`src/rtl/muldiv_sched_if.sv`:
```
// Signal bundle between the E-stage multiply/divide scheduler, the pipeline,
// the pipelined multiplier and the iterative divider.
interface muldiv_sched_if;
    logic        op_mul_i;
    logic        op_div_i;
    logic        op_signed_i;
    logic [31:0] src_a_i;
    logic [31:0] src_b_i;
    logic        stall_i;
    logic        flush_i;
    logic        mul_start_o;
    logic [63:0] mul_result_i;
    logic        div_start_o;
    logic        div_annul_o;
    logic        div_ready_i;
    logic [63:0] div_result_i;
    logic [31:0] opa_o;
    logic [31:0] opb_o;
    logic        signed_o;
    logic        stall_o;
    logic [63:0] result_o;
    logic        result_valid_o;
    logic        hilo_we_o;

    modport slave (
        input  op_mul_i,
        input  op_div_i,
        input  op_signed_i,
        input  src_a_i,
        input  src_b_i,
        input  stall_i,
        input  flush_i,
        input  mul_result_i,
        input  div_ready_i,
        input  div_result_i,
        output mul_start_o,
        output div_start_o,
        output div_annul_o,
        output opa_o,
        output opb_o,
        output signed_o,
        output stall_o,
        output result_o,
        output result_valid_o,
        output hilo_we_o
    );

    modport master (
        output op_mul_i,
        output op_div_i,
        output op_signed_i,
        output src_a_i,
        output src_b_i,
        output stall_i,
        output flush_i,
        output mul_result_i,
        output div_ready_i,
        output div_result_i,
        input  mul_start_o,
        input  div_start_o,
        input  div_annul_o,
        input  opa_o,
        input  opb_o,
        input  signed_o,
        input  stall_o,
        input  result_o,
        input  result_valid_o,
        input  hilo_we_o
    );
endinterface

```
`src/rtl/muldiv_sched.sv`:
```
// E-stage MULT/DIV scheduler: launches the multiplier or divider, stalls the
// pipeline while busy, and presents the {hi,lo} result for one HI/LO write.
module muldiv_sched #(
    parameter int unsigned MUL_LAT = 2
) (
    input logic           clk,
    input logic           rst,
    muldiv_sched_if.slave bus
);
    typedef enum logic [1:0] {
        IDLE,
        MUL_BUSY,
        DIV_BUSY,
        DONE
    } state_e;

    localparam logic [3:0] CNT_INIT = 4'(MUL_LAT - 1);

    state_e      state_q, state_d;
    logic [3:0]  cnt_q, cnt_d;
    logic [31:0] opa_q, opa_d;
    logic [31:0] opb_q, opb_d;
    logic        signed_q, signed_d;
    logic [63:0] result_q, result_d;

    logic mul_start;
    logic div_start;
    logic div_annul;
    logic hilo_we;
    logic stall;
    logic valid;
    logic op_req;

    assign op_req = (bus.op_mul_i | bus.op_div_i) & ~bus.flush_i;

    always_ff @(posedge clk or negedge rst) begin
        if (!rst) begin
            state_q  <= IDLE;
            cnt_q    <= '0;
            opa_q    <= '0;
            opb_q    <= '0;
            signed_q <= 1'b0;
            result_q <= '0;
        end else begin
            state_q  <= state_d;
            cnt_q    <= cnt_d;
            opa_q    <= opa_d;
            opb_q    <= opb_d;
            signed_q <= signed_d;
            result_q <= result_d;
        end
    end

    always_comb begin
        state_d   = state_q;
        cnt_d     = cnt_q;
        opa_d     = opa_q;
        opb_d     = opb_q;
        signed_d  = signed_q;
        result_d  = result_q;
        mul_start = 1'b0;
        div_start = 1'b0;
        div_annul = 1'b0;
        hilo_we   = 1'b0;
        stall     = 1'b0;
        valid     = 1'b0;
        unique case (state_q)
            IDLE: begin
                result_d = '0;
                stall    = op_req;
                if (op_req) begin
                    opa_d    = bus.src_a_i;
                    opb_d    = bus.src_b_i;
                    signed_d = bus.op_signed_i;
                    if (bus.op_div_i) begin
                        // Divide by zero never reaches the divider.
                        if (bus.src_b_i == '0) begin
                            result_d = {bus.src_a_i, 32'hFFFF_FFFF};
                            state_d  = DONE;
                        end else begin
                            div_start = 1'b1;
                            state_d   = DIV_BUSY;
                        end
                    end else begin
                        mul_start = 1'b1;
                        cnt_d     = CNT_INIT;
                        state_d   = MUL_BUSY;
                    end
                end
            end
            MUL_BUSY: begin
                stall = 1'b1;
                if (bus.flush_i) begin
                    result_d = '0;
                    state_d  = IDLE;
                end else if (cnt_q == '0) begin
                    result_d = bus.mul_result_i;
                    state_d  = DONE;
                end else begin
                    cnt_d = cnt_q - 4'd1;
                end
            end
            DIV_BUSY: begin
                stall = 1'b1;
                if (bus.flush_i) begin
                    div_annul = 1'b1;
                    result_d  = '0;
                    state_d   = IDLE;
                end else if (bus.div_ready_i) begin
                    result_d = bus.div_result_i;
                    state_d  = DONE;
                end
            end
            DONE: begin
                valid = 1'b1;
                if (bus.flush_i) begin
                    result_d = '0;
                    state_d  = IDLE;
                end else if (!bus.stall_i) begin
                    hilo_we  = 1'b1;
                    result_d = '0;
                    state_d  = IDLE;
                end
            end
            default: begin
                result_d = '0;
                state_d  = IDLE;
            end
        endcase
    end

    // Start pulses are decoded from live inputs, so mask them during reset.
    assign bus.mul_start_o    = mul_start & rst;
    assign bus.div_start_o    = div_start & rst;
    assign bus.div_annul_o    = div_annul;
    assign bus.hilo_we_o      = hilo_we;
    assign bus.result_valid_o = valid;
    assign bus.stall_o        = stall;
    assign bus.opa_o          = opa_q;
    assign bus.opb_o          = opb_q;
    assign bus.signed_o       = signed_q;
    assign bus.result_o       = result_q;
endmodule

```
`src/flat_wrapper.sv`:
```
// flat-port wrapper written by rule: the top's interface ports become plain ports
module muldiv_sched_flat 
#(
    parameter int unsigned MUL_LAT = 2
)
  (clk, rst, bus_op_mul_i, bus_op_div_i, bus_op_signed_i, bus_src_a_i, bus_src_b_i, bus_stall_i, bus_flush_i, bus_mul_result_i, bus_div_ready_i, bus_div_result_i, bus_mul_start_o, bus_div_start_o, bus_div_annul_o, bus_opa_o, bus_opb_o, bus_signed_o, bus_stall_o, bus_result_o, bus_result_valid_o, bus_hilo_we_o);
  muldiv_sched_if bus_i ();
  input logic clk;
  input logic rst;
  input wire logic [$bits(bus_i.op_mul_i)-1:0] bus_op_mul_i;
  input wire logic [$bits(bus_i.op_div_i)-1:0] bus_op_div_i;
  input wire logic [$bits(bus_i.op_signed_i)-1:0] bus_op_signed_i;
  input wire logic [$bits(bus_i.src_a_i)-1:0] bus_src_a_i;
  input wire logic [$bits(bus_i.src_b_i)-1:0] bus_src_b_i;
  input wire logic [$bits(bus_i.stall_i)-1:0] bus_stall_i;
  input wire logic [$bits(bus_i.flush_i)-1:0] bus_flush_i;
  input wire logic [$bits(bus_i.mul_result_i)-1:0] bus_mul_result_i;
  input wire logic [$bits(bus_i.div_ready_i)-1:0] bus_div_ready_i;
  input wire logic [$bits(bus_i.div_result_i)-1:0] bus_div_result_i;
  output wire logic [$bits(bus_i.mul_start_o)-1:0] bus_mul_start_o;
  output wire logic [$bits(bus_i.div_start_o)-1:0] bus_div_start_o;
  output wire logic [$bits(bus_i.div_annul_o)-1:0] bus_div_annul_o;
  output wire logic [$bits(bus_i.opa_o)-1:0] bus_opa_o;
  output wire logic [$bits(bus_i.opb_o)-1:0] bus_opb_o;
  output wire logic [$bits(bus_i.signed_o)-1:0] bus_signed_o;
  output wire logic [$bits(bus_i.stall_o)-1:0] bus_stall_o;
  output wire logic [$bits(bus_i.result_o)-1:0] bus_result_o;
  output wire logic [$bits(bus_i.result_valid_o)-1:0] bus_result_valid_o;
  output wire logic [$bits(bus_i.hilo_we_o)-1:0] bus_hilo_we_o;
  assign bus_i.op_mul_i = bus_op_mul_i;
  assign bus_i.op_div_i = bus_op_div_i;
  assign bus_i.op_signed_i = bus_op_signed_i;
  assign bus_i.src_a_i = bus_src_a_i;
  assign bus_i.src_b_i = bus_src_b_i;
  assign bus_i.stall_i = bus_stall_i;
  assign bus_i.flush_i = bus_flush_i;
  assign bus_i.mul_result_i = bus_mul_result_i;
  assign bus_i.div_ready_i = bus_div_ready_i;
  assign bus_i.div_result_i = bus_div_result_i;
  assign bus_mul_start_o = bus_i.mul_start_o;
  assign bus_div_start_o = bus_i.div_start_o;
  assign bus_div_annul_o = bus_i.div_annul_o;
  assign bus_opa_o = bus_i.opa_o;
  assign bus_opb_o = bus_i.opb_o;
  assign bus_signed_o = bus_i.signed_o;
  assign bus_stall_o = bus_i.stall_o;
  assign bus_result_o = bus_i.result_o;
  assign bus_result_valid_o = bus_i.result_valid_o;
  assign bus_hilo_we_o = bus_i.hilo_we_o;
  muldiv_sched #(.MUL_LAT(MUL_LAT)) u_core (.clk(clk), .rst(rst), .bus(bus_i));
endmodule
```
`config.mk`:
```
export PLATFORM = sky130hd
export DESIGN_NAME = muldiv_sched_flat
export DESIGN_NICKNAME = d
export VERILOG_FILES = /design/src/rtl/muldiv_sched_if.sv /design/src/rtl/muldiv_sched.sv /design/src/flat_wrapper.sv
export SDC_FILE = /design/constraint.sdc
export NUM_CORES = 1
export LEC_CHECK = 0
export CORE_AREA = 2 2 131 133
export CTS_CLUSTER_SIZE = 12
export DETAILED_ROUTE_END_ITERATION = 8
export DIE_AREA = 0 0 133 135
export DONT_BUFFER_PORTS = 1
export SYNTH_ARGS = -nofsm -noshare
export SYNTH_HDL_FRONTEND = slang
export SYNTH_SLANG_ARGS = --single-unit
export TNS_END_PERCENT = 10
```
`constraint.sdc`:
```
create_clock -name clk -period 3.36 [get_ports clk]
set_input_delay 0.336 -clock clk [delete_from_list [all_inputs] [get_ports clk]]
set_output_delay 0.336 -clock clk [all_outputs]
set_load 0.005 [all_outputs]
```
Yosys cells after proc, flatten, opt, wreduce, memory -nomap -nowiden. Index checks and enable logic that the tools add are counted. Widths: inputs -> output; s select.

Add/sub/neg operators: 1. Equal/unequal tests: 10. Multiplexer cells: 39. Bitwise gates (word level): 5. Reductions and logical operators: 9.

Operator list (number): $mux 64 (9); $pmux 64 s4 (1); $logic_not 32->1 (1); $mux 2 (8); $mux 4 (4); $mux 1 (14); $pmux 2 s4 (1); $pmux 4 s2 (1); $ne 2x2->1 const B (3); $ne 3x3->1 const B (2); $reduce_and 5->1 (1); $eq 2x2->1 const B (2); $logic_not 4->1 (1); $reduce_and 4->1 (1); $sub 4x1->4 const B (1); $and 1x1->1 (3); $ne 3x2->1 const B (1); $reduce_and 3->1 (1); $eq 2x1->1 const B (1); $logic_not 2->1 (1); $ne 2x1->1 const B (1); $pmux 1 s2 (1); $reduce_and 2->1 (1); $reduce_bool 2->1 (1); 3 further kinds (3).

Word-level logic and storage cells: 70. Input bits: 200. Register bits: 135.

Depth between registers and ports, before layout.
Depth in word-level cells: 6. Gate-level depth with buffers: 12. Mapped depth without buffers: 7.

Worst setup path after synthesis. No wires, ideal clock.

Kind: register -> output. Start point: reg u_core.state_q[0]. End point: out bus_stall_o. Slack: 1.317 ns. Data required time: 3.024 ns. Stages on the path, launching flop included: 9. Arrival time: 1.707 ns. Cells stage by stage: dfrtp_1 -> inv_1 -> ha_1 -> inv_1 -> or2_2 -> clkbuf_1 -> buf_2 -> buf_1 -> a21oi_1.

Longest elaborated chain between the ends: 3.

RTL lines: from (decl) (line muldiv_sched.sv:19) `state_e state_q, state_d;`; from (signal assigned) (line muldiv_sched.sv:45) `state_q <= state_d;`; $eq 2x1->1 or $eq 2x2->1 (tied branches) (line muldiv_sched.sv:67) `unique case (state_q)`; $reduce_or 2->1 (no source line); $pmux 1 s2 * (line muldiv_sched.sv:67); to (decl) (line flat_wrapper.sv:26) `output wire logic [$bits(bus_i.stall_o)-1:0] bus_stall_o;`.

Every way passes the cells marked *; elsewhere a longest branch is shown, timed or not.

Final worst setup path.
Start point: reg u_core.state_q[0]. End point: out bus_div_start_o.

Longest elaborated chain between the ends: 3.

RTL lines: $logic_not 2->1 (line muldiv_sched.sv:67); $mux 1 (line muldiv_sched.sv:67); $and 1x1->1 (line muldiv_sched.sv:134) `assign bus.div_start_o = div_start & rst;`; to (decl) (line flat_wrapper.sv:21) `output wire logic [$bits(bus_i.div_start_o)-1:0] bus_div_start_o;`.

Every way passes these cells.

==> flow_summary.ini <==
[synthesis]
syn_area_um2 = 6480
yosys_warnings = 0
seq_area_frac_synth = 0.522
ys_top_cells_by_count = 293 x nand2_1, 135 x dfrtp_1, 70 x nor2_1
yosysMostFrequentCell = nand2_1
synthArstFlopShare = 1.00
syn_inst = 780
synth_edf_count = 0
syn-num-nets = 987
ys_types = 39
synth.top_cell.area_share = 0.522
netlist_top_cells_area = dfrtp_1 52%, nand2_1 17%, a22o_1 4.3%
synth-main-ff-cell = dfrtp_1
yosys_register_bits = 135
yosys.area.top_type = dfrtp_1
avgSynthCellArea_um2 = 8.30

[global_route]
gr-total-overflow = 0
grt_pass1_wl_mm = 30.2
track_usage = 0.217
grt_max_degree = 137
grt_pass1_vias = 5648
antenna_found_initial = 0

[job]
maxCapViolations = 0

[power]
p_leak_uw = 0.00356
pwr_density_cell_nw_per_um2 = 968
swShare = 0.377
power.switching_uw = 2650
power.internal_uw = 4380
combPwrFrac = 0.305
p_seq_frac = 0.412
peakVddDrop_mv = 0.473
clkPwrFrac = 0.284

[setup_path]
start_kind = flip-flop
cp_top_family = simple AND/OR/NAND/NOR gates
path_depth = 6
worst_setup_path_end_kind = primary output
path_cells = inv_1 -> ha_1 -> inv_1 -> nor2_4 -> nand2_1 -> nor2_1
critPathMaxStageDelay_ns = 0.46
cp_slowest_cell = nor2_4
path_common_cell = inv_1
arrival_ns = 2.18
crit_fanout = 20
crit_buf_inv = 2
crit_required_ns = 3.02
path_class = flip-flop to primary output
reg2reg_depth = 7

[place]
gp_congestion = 0.941
dp_hpwl_mm = 14.0
port_buffers = 0
placed_cells = 952
place_area_um2 = 6620

[cts]
clock_latency_ns = 0.41
htree_levels = 4
cts_setup_buffers = 0
cts_buffers = 17
ctsResizeCount = 0
cts.path.max_buffers = 2
cts-root-buf = clkbuf_16
cts_tree = yes
cts.sinks = 135
clk_pin_slew_worst_paths_ns = 0.06

[cells_and_area]
antenna-diode-count = 0
design_area_um2 = 7260
syn_to_final_growth_pct = 12.1
fin_nets = 958
layout.cells.non_filler = 983
drive_above_1_share = 0.0695

[route]
wirelength_mm = 19.5
num_vias = 5510
dr.pass1.iters = 6
drtIter0Drc = 306
wl_per_cell_um = 19.9
routed_via_density = 5.61
antenna_left = 0
drc_errors = 0

[run_status]
status = finished with violations
violations = hold timing

[timing]
max_slew_margin = 0.575
drv_slew = 0
grt_setup_unrepaired = false
holdWs_ns = -0.372
finalCriticalPeriod_ns = 2.52
setup_viol = 0
fin_tns_setup_ns = 0
clock_skew_ns = 0.00909
hold_viol_final = 135
fin_crit_sh = 0.749
clock.fmax_mhz = 397
worstMarginPinSlew_ns = 0.636

[floorplanning]
die_w_um = 133
num_rows = 47
initial_utilization = 0.395
coreArea_um2 = 16400
dieArea_um2 = 18000
fp.dieH_um = 135
io-pin-count = 335

[min_path]
hold_path.class = primary input to async pin
==> registers in the layout, indices dropped and copies added (netlist names) <==
name,count
u_core.bus.opa_o,32
u_core.bus.opb_o,32
u_core.bus.signed_o,1
u_core.cnt_q,4
u_core.state_q,2
u_core.bus.result_o,64
==> layout by cell type (no fill, tap or decap), drive strengths merged <==
master	synthesis	routed
nand2	293	293
dfrtp	135	135
nor2	70	70
o21ai	54	54
a22oi	33	33
a22o	32	32
a21oi	22	22
nand3	21	21
clkbuf	39	20
a31oi	13	13
buf	22	13
inv	8	9
nor4	9	9
ha	7	7
bufinv	0	4
clkinv	0	4
nand4	2	2
nor2b	2	2
a2bb2oi	2	2
clkinvlp	0	2
o21bai	2	2
or2	1	1
nor3b	1	1
and2	1	1
a21boi	1	1
o21ba	1	1
nand2b	1	1
nor4bb	1	1
a2111o	1	1
mux2i	1	1
o22ai	1	1
and3	1	1
a221oi	1	1
or3	1	1
nor3	1	1
==> worst register-to-register path, stage by stage (launching register included) <==
cell	delay (ns)
dfrtp_1	0.42
inv_1	0.13
ha_1	0.55
a22oi_1	0.26
o21bai_4	0.57
buf_12	0.26
nand2_1	0.09
nand2_1	0.07
==> worst paths after layout <==
kind                                                       start                            endpoint  slack [ns]
worst max register to register     u_core.state_q[0]$_DFFE_PN0P_  u_core.bus.result_o[0]$_DFFE_PN0P_        0.96
worst max-delay path               u_core.state_q[0]$_DFFE_PN0P_                     bus_div_start_o        0.84
min in group clk                                 bus_src_b_i[31]    u_core.bus.opb_o[31]$_DFFE_PN0P_        0.03
max in group asynchronous                                    rst    u_core.bus.opa_o[31]$_DFFE_PN0P_        3.44
worst min register to register  u_core.bus.opa_o[18]$_DFFE_PN0P_    u_core.bus.opa_o[18]$_DFFE_PN0P_        0.50
worst min-delay path                                         rst    u_core.bus.opb_o[21]$_DFFE_PN0P_       -0.37
==> power by group through the flow <==
| stage | Clock (uW) | Combinational [uW] | Sequential, uW |
|---|---|---|---|
| after floorplan | 0 | 1680 | 2710 |
| after global placement | 0 | 2060 | 2910 |
| after detailed placement | 0 | 2150 | 2920 |
| after CTS | 2040 | 2160 | 2900 |
| after global routing | 2120 | 2440 | 2960 |
| final | 1990 | 2140 | 2890 |
==> stage by stage <==
step / power, uW / worst slack (ns) / util
6_report: 7030 / 0.843 / 0.443
5_1_grt: 7520 / 0.636 / 0.443
4_1_cts: 7100 / 0.800 / 0.443
3_5_place_dp: 5080 / 0.962 / 0.404
3_3_place_gp: 4970 / 1.10 / 0.404
2_1_floorplan: 4390 / 1.32 / -
==> area by class of cell <==
class                   instances  area (um2)
clock buffers                  20         467
repair buffers                 13         123
inverters                       8        30.0
fillers                      1611        9150
well taps                     220         275
multi-input cells             576        2820
flip-flops and latches        135        3380
clock inverters                11         171
==> layer usage <==
layer	part of all wire	vias up	track usage
met2	0.51	285	0.388
met4	0.026	0	0.0866
met3	0.095	36	0.0815
li1	-	2544	-
met1	0.37	2645	0.232
met5	0	-	0
==> cell families (layout without fill, tap and decap cells) <==
kind of cell / count (synthesis) / after routing / share of synthesized area
adder cells (fa/ha/maj): 7 / 7 / 0.0135
buffers and inverters: 69 / 52 / 0.0477
AO/OA/AOI/OAI: 163 / 163 / 0.166
flip-flops: 135 / 135 / 0.522
multiplexers: 1 / 1 / 0.00155
AND/OR/NAND/NOR: 405 / 405 / 0.250
(Power assumes the default switching activity.)
